### src/rtl/legv8_imm_pkg.sv
// Shared LEGv8 immediate-decode definitions: format codes, opcode match
// values and immediate field positions within the 32-bit instruction word.
package legv8_imm_pkg;

  typedef enum logic [2:0] {
    FMT_B    = 3'd0,
    FMT_CB   = 3'd1,
    FMT_D    = 3'd2,
    FMT_I    = 3'd3,
    FMT_IW   = 3'd4,
    FMT_NONE = 3'd7
  } imm_fmt_e;

  // Opcode match values, compared against the top bits of the instruction.
  localparam logic [5:0]  OP_B     = 6'b000101;        // [31:26]
  localparam logic [5:0]  OP_BL    = 6'b100101;        // [31:26]
  localparam logic [7:0]  OP_CBZ   = 8'b10110100;      // [31:24]
  localparam logic [7:0]  OP_CBNZ  = 8'b10110101;      // [31:24]
  localparam logic [7:0]  OP_BCOND = 8'b01010100;      // [31:24]
  localparam logic [10:0] OP_LDUR  = 11'b11111000010;  // [31:21]
  localparam logic [10:0] OP_STUR  = 11'b11111000000;  // [31:21]
  localparam logic [9:0]  OP_ADDI  = 10'b1001000100;   // [31:22]
  localparam logic [9:0]  OP_ADDIS = 10'b1011000100;   // [31:22]
  localparam logic [9:0]  OP_SUBI  = 10'b1101000100;   // [31:22]
  localparam logic [9:0]  OP_SUBIS = 10'b1111000100;   // [31:22]
  localparam logic [8:0]  OP_MOVZ  = 9'b110100101;     // [31:23]
  localparam logic [8:0]  OP_MOVK  = 9'b111100101;     // [31:23]

  // Immediate field positions (lsb, width).
  localparam int B_IMM_LSB  = 0;
  localparam int B_IMM_W    = 26;
  localparam int CB_IMM_LSB = 5;
  localparam int CB_IMM_W   = 19;
  localparam int D_IMM_LSB  = 12;
  localparam int D_IMM_W    = 9;
  localparam int I_IMM_LSB  = 10;
  localparam int I_IMM_W    = 12;
  localparam int IW_IMM_LSB = 5;
  localparam int IW_IMM_W   = 16;
  localparam int IW_HW_LSB  = 21;
  localparam int IW_HW_W    = 2;

endpackage

### src/rtl/imm_decode.sv
// Combinational LEGv8 immediate decoder: instruction word -> extended
// immediate, format code and illegal flag. Formats are matched in priority
// order B, CB, D, I, IW; anything else is illegal with imm=0, fmt=NONE.
// Optional macro IMM_BRANCH_SHIFT_EN: B/CB immediates become byte offsets
// (word offset shifted left by 2, sign kept).
module imm_decode #(
  parameter int DATA_W = 64
) (
  input  logic [31:0]       instr,
  output logic [DATA_W-1:0] imm,
  output logic [2:0]        fmt,
  output logic              illegal
);
  import legv8_imm_pkg::*;

  logic [63:0] iw_wide;

  // MOVZ/MOVK: 16-bit field placed at 16*hw; bits above DATA_W are dropped below.
  assign iw_wide = {48'd0, instr[IW_IMM_LSB +: IW_IMM_W]} << {instr[IW_HW_LSB +: IW_HW_W], 4'b0000};

  // Priority format match and immediate extraction.
  always_comb begin
    imm     = '0;
    fmt     = FMT_NONE;
    illegal = 1'b1;
    if (instr[31:26] == OP_B || instr[31:26] == OP_BL) begin
`ifdef IMM_BRANCH_SHIFT_EN
      imm = {{(DATA_W-B_IMM_W-2){instr[B_IMM_LSB+B_IMM_W-1]}}, instr[B_IMM_LSB +: B_IMM_W], 2'b00};
`else
      imm = {{(DATA_W-B_IMM_W){instr[B_IMM_LSB+B_IMM_W-1]}}, instr[B_IMM_LSB +: B_IMM_W]};
`endif
      fmt     = FMT_B;
      illegal = 1'b0;
    end else if (instr[31:24] == OP_CBZ || instr[31:24] == OP_CBNZ ||
                 instr[31:24] == OP_BCOND) begin
`ifdef IMM_BRANCH_SHIFT_EN
      imm = {{(DATA_W-CB_IMM_W-2){instr[CB_IMM_LSB+CB_IMM_W-1]}}, instr[CB_IMM_LSB +: CB_IMM_W], 2'b00};
`else
      imm = {{(DATA_W-CB_IMM_W){instr[CB_IMM_LSB+CB_IMM_W-1]}}, instr[CB_IMM_LSB +: CB_IMM_W]};
`endif
      fmt     = FMT_CB;
      illegal = 1'b0;
    end else if (instr[31:21] == OP_LDUR || instr[31:21] == OP_STUR) begin
      imm     = {{(DATA_W-D_IMM_W){instr[D_IMM_LSB+D_IMM_W-1]}}, instr[D_IMM_LSB +: D_IMM_W]};
      fmt     = FMT_D;
      illegal = 1'b0;
    end else if (instr[31:22] == OP_ADDI || instr[31:22] == OP_ADDIS ||
                 instr[31:22] == OP_SUBI || instr[31:22] == OP_SUBIS) begin
      imm     = {{(DATA_W-I_IMM_W){1'b0}}, instr[I_IMM_LSB +: I_IMM_W]};
      fmt     = FMT_I;
      illegal = 1'b0;
    end else if (instr[31:23] == OP_MOVZ || instr[31:23] == OP_MOVK) begin
      imm     = iw_wide[DATA_W-1:0];
      fmt     = FMT_IW;
      illegal = 1'b0;
    end
  end

endmodule

### src/rtl/imm_gen_pipe.sv
// Pipelined immediate generator: decodes at the input, then carries
// {imm, fmt, illegal} through STAGES valid/ready registers. Supports flush
// and keeps a saturating count of accepted illegal instructions.
// Optional macro IMM_BRANCH_SHIFT_EN (handled in imm_decode): B/CB
// immediates are emitted as byte offsets.
//
// Handshake: a transfer happens on a rising edge where valid && ready.
// A producer holds valid and its payload stable until the transfer; ready
// may be asserted without valid. Stage k accepts whenever it is empty or
// every stage from k to the output is full and the consumer is ready, so
// bubbles compress and nothing is lost or duplicated.
module imm_gen_pipe #(
  parameter int DATA_W = 64,
  parameter int STAGES = 2,
  parameter int CNT_W  = 16
) (
  input  logic              clk,
  input  logic              rst_n,
  input  logic              in_valid,
  output logic              in_ready,
  input  logic [31:0]       in_instr,
  input  logic              flush,
  output logic              out_valid,
  input  logic              out_ready,
  output logic [DATA_W-1:0] out_imm,
  output logic [2:0]        out_fmt,
  output logic              out_illegal,
  output logic [CNT_W-1:0]  ill_cnt
);
  import legv8_imm_pkg::*;

  logic [DATA_W-1:0] dec_imm;
  logic [2:0]        dec_fmt;
  logic              dec_ill;

  logic [STAGES-1:0] vld;
  logic [DATA_W-1:0] imm_q [STAGES];
  logic [2:0]        fmt_q [STAGES];
  logic [STAGES-1:0] ill_q;
  logic [STAGES-1:0] rdy;
  logic              full_tail;
  logic              accept;

  imm_decode #(.DATA_W(DATA_W)) u_dec (
    .instr   (in_instr),
    .imm     (dec_imm),
    .fmt     (dec_fmt),
    .illegal (dec_ill)
  );

  // Stage k may load unless it and every stage after it are full and stalled.
  always_comb begin
    rdy       = '0;
    full_tail = 1'b1;
    for (int k = 0; k < STAGES; k++) begin
      full_tail = 1'b1;
      for (int j = k; j < STAGES; j++) full_tail = full_tail & vld[j];
      rdy[k] = !full_tail || out_ready;
    end
  end

  assign in_ready    = rdy[0];
  assign accept      = in_valid && in_ready;
  assign out_valid   = vld[STAGES-1];
  assign out_imm     = imm_q[STAGES-1];
  assign out_fmt     = fmt_q[STAGES-1];
  assign out_illegal = ill_q[STAGES-1];

  // Pipeline registers: flush drops everything, otherwise each ready stage shifts in.
  always_ff @(posedge clk or negedge rst_n) begin
    if (!rst_n) begin
      vld   <= '0;
      ill_q <= '0;
      for (int k = 0; k < STAGES; k++) begin
        imm_q[k] <= '0;
        fmt_q[k] <= FMT_NONE;
      end
    end else if (flush) begin
      vld <= '0;
    end else begin
      if (rdy[0]) begin
        vld[0] <= in_valid;
        if (in_valid) begin
          imm_q[0] <= dec_imm;
          fmt_q[0] <= dec_fmt;
          ill_q[0] <= dec_ill;
        end
      end
      for (int k = 1; k < STAGES; k++) begin
        if (rdy[k]) begin
          vld[k] <= vld[k-1];
          if (vld[k-1]) begin
            imm_q[k] <= imm_q[k-1];
            fmt_q[k] <= fmt_q[k-1];
            ill_q[k] <= ill_q[k-1];
          end
        end
      end
    end
  end

  // Count accepted illegal instructions that survive the cycle; stick at all-ones.
  always_ff @(posedge clk or negedge rst_n) begin
    if (!rst_n) begin
      ill_cnt <= '0;
    end else if (accept && dec_ill && !flush && ill_cnt != {CNT_W{1'b1}}) begin
      ill_cnt <= ill_cnt + 1'b1;
    end
  end

endmodule

### config.mk
export PLATFORM = sky130hd
export DESIGN_NAME = imm_gen_pipe
export DESIGN_NICKNAME = d
export VERILOG_FILES = /design/src/rtl/legv8_imm_pkg.sv /design/src/rtl/imm_decode.sv /design/src/rtl/imm_gen_pipe.sv
export SDC_FILE = /design/constraint.sdc
export NUM_CORES = 1
export LEC_CHECK = 0
export CORE_ASPECT_RATIO = 0.75
export CORE_UTILIZATION = 40
export DETAILED_ROUTE_END_ITERATION = 10
export PLACE_DENSITY = 0.62
export SYNTH_ARGS = -nofsm -noshare
export SYNTH_HDL_FRONTEND = slang
export SYNTH_SLANG_ARGS = --single-unit
### constraint.sdc
create_clock -name clk -period 5.66 [get_ports clk]
set_input_delay 1.132 -clock clk [delete_from_list [all_inputs] [get_ports clk]]
set_output_delay 1.132 -clock clk [all_outputs]
set_load 0.05 [all_outputs]
## Word level (Yosys, flattened, before mapping)

Index checks and enable logic that the tools add are counted.

- Bits in registers: 154
- Input port bits: 37
- Output and inout port bits: 86
- Word-level logic and storage cells: 66

- Add/subtract/negate cells: 1
- Eq/ne operators: 14
- Shift operators: 1
- Mux-type cells: 18
- Bitwise operators: 2
- Reductions and logical operators: 21

Operator list:

| kind | number |
|---|---|
| $mux 64 | 5 |
| $shl 16x6->64 | 1 |
| $eq 10x10->1 const B | 4 |
| $eq 11x11->1 const B | 2 |
| $eq 9x9->1 const B | 2 |
| $add 16x1->16 const B | 1 |
| $eq 8x8->1 const B | 2 |
| $ne 16x16->1 const B | 1 |
| $mux 3 | 4 |
| $logic_or 1x1->1 | 10 |
| $eq 8x7->1 const B | 1 |
| $mux 1 | 7 |
| $eq 6x3->1 const B | 1 |
| $eq 6x6->1 const B | 1 |
| $reduce_and 3->1 | 2 |
| $logic_and 1x1->1 | 4 |
| $mux 2 | 2 |
| $reduce_bool 2->1 | 2 |
| $logic_not 1->1 | 3 |
| $and 1x1->1 | 1 |
| $not 1->1 | 1 |

## Depth between registers and ports, before layout

- Depth after elaboration: 11
- Depth in mapped cells: 7
- Gate-level depth less buffers: 6

## By module

From an unflattened synthesis, not the netlist that was laid out.

- Cell total of the unflattened synthesis: 759
- Area, all modules: 7621.1 µm²

Modules (own cells, without submodules):

| module | times used | cells an instance | area each (µm²) |
|---|---|---|---|
| imm_gen_pipe | 1 | 569 | 6406.1 |
| imm_decode | 1 | 190 | 1214.9 |

## Worst setup path before layout

No wires, ideal clock.

- Path kind: input -> register
- Start point: input port out_ready
- End point: register ill_cnt[1]
- Setup time: 0.128 ns
- Data arrival time: 3.047 ns
- Required time: 5.532 ns
- Slack: 2.486 ns
- Stages: 5
- Cells stage by stage: nand3b_1 -> o311ai_1 -> nor3_1 -> and3_1 -> mux2_1

- Word-level cells in the longest chain between the ends: 5

RTL lines:

| what | line | text |
|---|---|---|
| from (decl) | imm_gen_pipe.sv:24 | `input logic out_ready,` |
| $logic_or 1x1->1 | imm_gen_pipe.sv:58 | `rdy[k] = !full_tail \|\| out_ready;` |
| $logic_and 1x1->1 | imm_gen_pipe.sv:63 | `assign accept = in_valid && in_ready;` |
| $logic_and 1x1->1 (3 in a row) | imm_gen_pipe.sv:106 | `end else if (accept && dec_ill && !flush && ill_cnt != {CNT_W{1'b1}}) begin` |
| to (signal assigned) | imm_gen_pipe.sv:107 | `ill_cnt <= ill_cnt + 1'b1;` |
| to (decl) | imm_gen_pipe.sv:28 | `output logic [CNT_W-1:0] ill_cnt` |

Every way passes these cells.
A chain may end at the register's enable or synchronous reset.

## Final worst setup path

- Start point: input port out_ready
- End point: output port in_ready

- Word-level cells in the longest chain between the ends: 1

RTL lines:

| what | line | text |
|---|---|---|
| $logic_or 1x1->1 | imm_gen_pipe.sv:58 |  |
| to (decl) | imm_gen_pipe.sv:20 | `output logic in_ready,` |

Every way passes these cells.

==> results.ini <==
[timing]
tns_ps = 0
hold_viol = 0
slew_viol_final = 0
fin_skew_ps = 8.227
setup_viol = 0
slew_headroom = 0.2012
finalCriticalPeriod_ps = 3869
fin_crit_sh = 0.6835
worst_pin_slew_ps = 1196
rsz0062_at_grt = false
fmax_mhz = 258.5

[clock_network]
root_buffer = clkbuf_16
clkTransAtPathRegs_ps = 60
cts_buffer_depth = 2
cts_setup_buffers = 0
cts_resized = 0
cts-hold-fix-buffers = 0
cts_inserted_buffers = 17
worstSkewPairLatency_ps = 430
clock-sinks = 154
htreeDepth = 4
cts_tree = done

[cells_and_area]
nNetsFinal = 736
final_util = 0.5109
drive_above_1_share = 0.1848
fill_cells = 1546
num_antenna_cells = 0
area_growth_pct = 22.35

[synth]
synth_top_area_cell = dfrtp_1
synth_commonest_cells = dfrtp_1, nor2_1, buf_4, mux2_2, nand2_1
syn_nets = 692
synth_warnings = 0
synthTopCellsByArea = dfrtp_1, mux2_2, buf_4
synth.most_common_cell = dfrtp_1
synthFlopType = dfrtp_1
ys_seq_area_frac = 0.5397
netlist_area_um2 = 7154
async_reset_ff_frac = 1.000
syn-instance-count = 654
synth.avg_cell_area_um2 = 10.94
synth_cell_types = 59
synth_edf_count = 0
synth_top_area_share = 0.5177
ys_ff_latch = 154

[die]
core_um2 = 17130
io_pins = 123
rows = 41
dieArea_um2 = 18430
die_w_um = 156.4
fp.dieH_um = 117.8
start_util = 0.4176

[global_routing]
first_global_vias = 5107
track_usage = 0.2094
grt_pass1_wl_um = 29140
grt_start_max_net_pins = 103
antenna_found_initial = 0
grt-ovfl-total = 0

[worst_hold_path]
min_to = imm_q[84]
whs_path_depth = 2
hold_class = reg -> reg
min_from = imm_q[84]

[route]
routed_via_density = 5.367
drc_errors = 0
dr_total_vias = 5072
first_pass_iters = 5
drt-total-wl_um = 18170
avgRoutedWirePerCell_um = 19.23
ant_nets = 0
drtIter0Drc = 444

[placed_design]
dp_hpwl_um = 12110
port_buffers = 122
gp_congestion = 0.8575

[pwr]
peakVddDrop_mv = 0.2230
leakagePower_nw = 3.490
power_density_nw_per_um2 = 441.8

[setup_path]
r2r-start = vld[0]
r2r-end = imm_q[103]
critPathCaptureType = output port
cp.arrival_ps = 2740
crit_top_cell = clkdlybuf4s50_1
required_ps = 4530
rr_worst_depth = 6
path_class = in -> out
crit_start = out_ready
cp_cell_sequence = clkdlybuf4s50_1, nand3b_1, clkdlybuf4s50_1
cp-start-kind = input pin
crit_path_max_fanout = 5
crit_path_max_incr_delay_ps = 870
reg2reg_slack_ps = 3010
cpMaxStageDelayCell = clkdlybuf4s50_1

[run_status]
status = finished, final reports clean

[job]
drv_cap = 0

## where the power goes
group | internal [mW] | switching (mW) | leakage (nW)
registers | 1.31 | 0.138 | 1.89
logic | 0.418 | 0.747 | 1.27
clock network | 0.818 | 0.438 | 0.322
## registers in the layout, indices dropped and copies added, names as in the netlist
signal	cells
imm_q	64
ill_q	2
out_imm	64
vld	2
out_fmt	3
ill_cnt	16
fmt_q	3
## layout by cell type (no fill, tap or decap), drive strengths merged, types with 3 or more instances in the layout
cell type      Yosys  final
and2               4      4
nor2              69     69
nand4              9      9
clkdlybuf4s50      0    121
clkbuf            30     25
xnor2             14     14
a221oi            20     20
and3               7      7
nor3               6      6
a21oi             48     48
mux2              69     69
o211ai             5      5
dfrtp            148    148
nand2             57     57
o21ai             15     15
a22oi              4      4
o22ai             11     11
a211oi             3      3
inv                2      3
nand3             12     12
bufinv             0      4
nand3b             4      4
nor4               3      3
buf               74      8
dfstp              6      6
## metrics by stage
| step | setup slack, ps | total power, mW | instance area, um2 | hold slack, ps | std cells |
|---|---|---|---|---|---|
| floorplan | 2486 | 2.367 | 7154 | 450.0 | 654 |
| global placement | 1669 | 2.624 | 8099 | 482.2 | 915 |
| detailed placement | 1500 | 2.636 | 8099 | 481.6 | 915 |
| CTS | 1798 | 3.904 | 8753 | 495.3 | 945 |
| global route | 1757 | 4.029 | 8753 | 517.0 | 945 |
| finish | 1791 | 3.867 | 8753 | 496.3 | 945 |
## layout make-up
class	instances	area, um2	area share
Multi-Input combinational cell	394	2660	0.3039
Sequential cell	154	3861	0.4411
Inverter	2	7.507	0.0008576
Timing Repair Buffer	129	1275	0.1457
Tap cell	236	295.3	0.03373
Clock buffer	25	525.5	0.06003
Clock inverter	5	128.9	0.01472
## kinds of logic (layout without fill, tap and decap cells)
group / count (synthesis) / count (layout) / share of synthesized area
AO/OA/AOI/OAI: 119 / 119 / 0.1133
adder cells (fa/ha/maj): 1 / 1 / 0.001749
AND/OR/NAND/NOR: 189 / 189 / 0.1243
XOR/XNOR: 15 / 15 / 0.01836
buffers and inverters: 106 / 161 / 0.09251
flip-flops: 154 / 154 / 0.5397
multiplexers: 70 / 70 / 0.1100
## critical path: cells and delay by family
family	cells	cell delay, ps
buffers and inverters	2	1330
and+or+nand+nor	1	270
## worst max path at each step
stage | cells past startpoint | to
after detailed placement | 6 | ill_cnt[1]
after floorplan | 5 | ill_cnt[1]
after global routing | 3 | in_ready
final | 3 | in_ready
after global placement | 6 | ill_cnt[1]
after CTS | 3 | in_ready
## per-layer routing
metal | global-route usage | wire (um) | share of wire
met5 | 0 | 0 | 0
met1 | 0.3024 | 8660 | 0.48
met3 | 0.05633 | 1275 | 0.070
met2 | 0.3005 | 7905 | 0.44
met4 | 0.07292 | 327 | 0.018
Power figures use the tool's default switching activity.
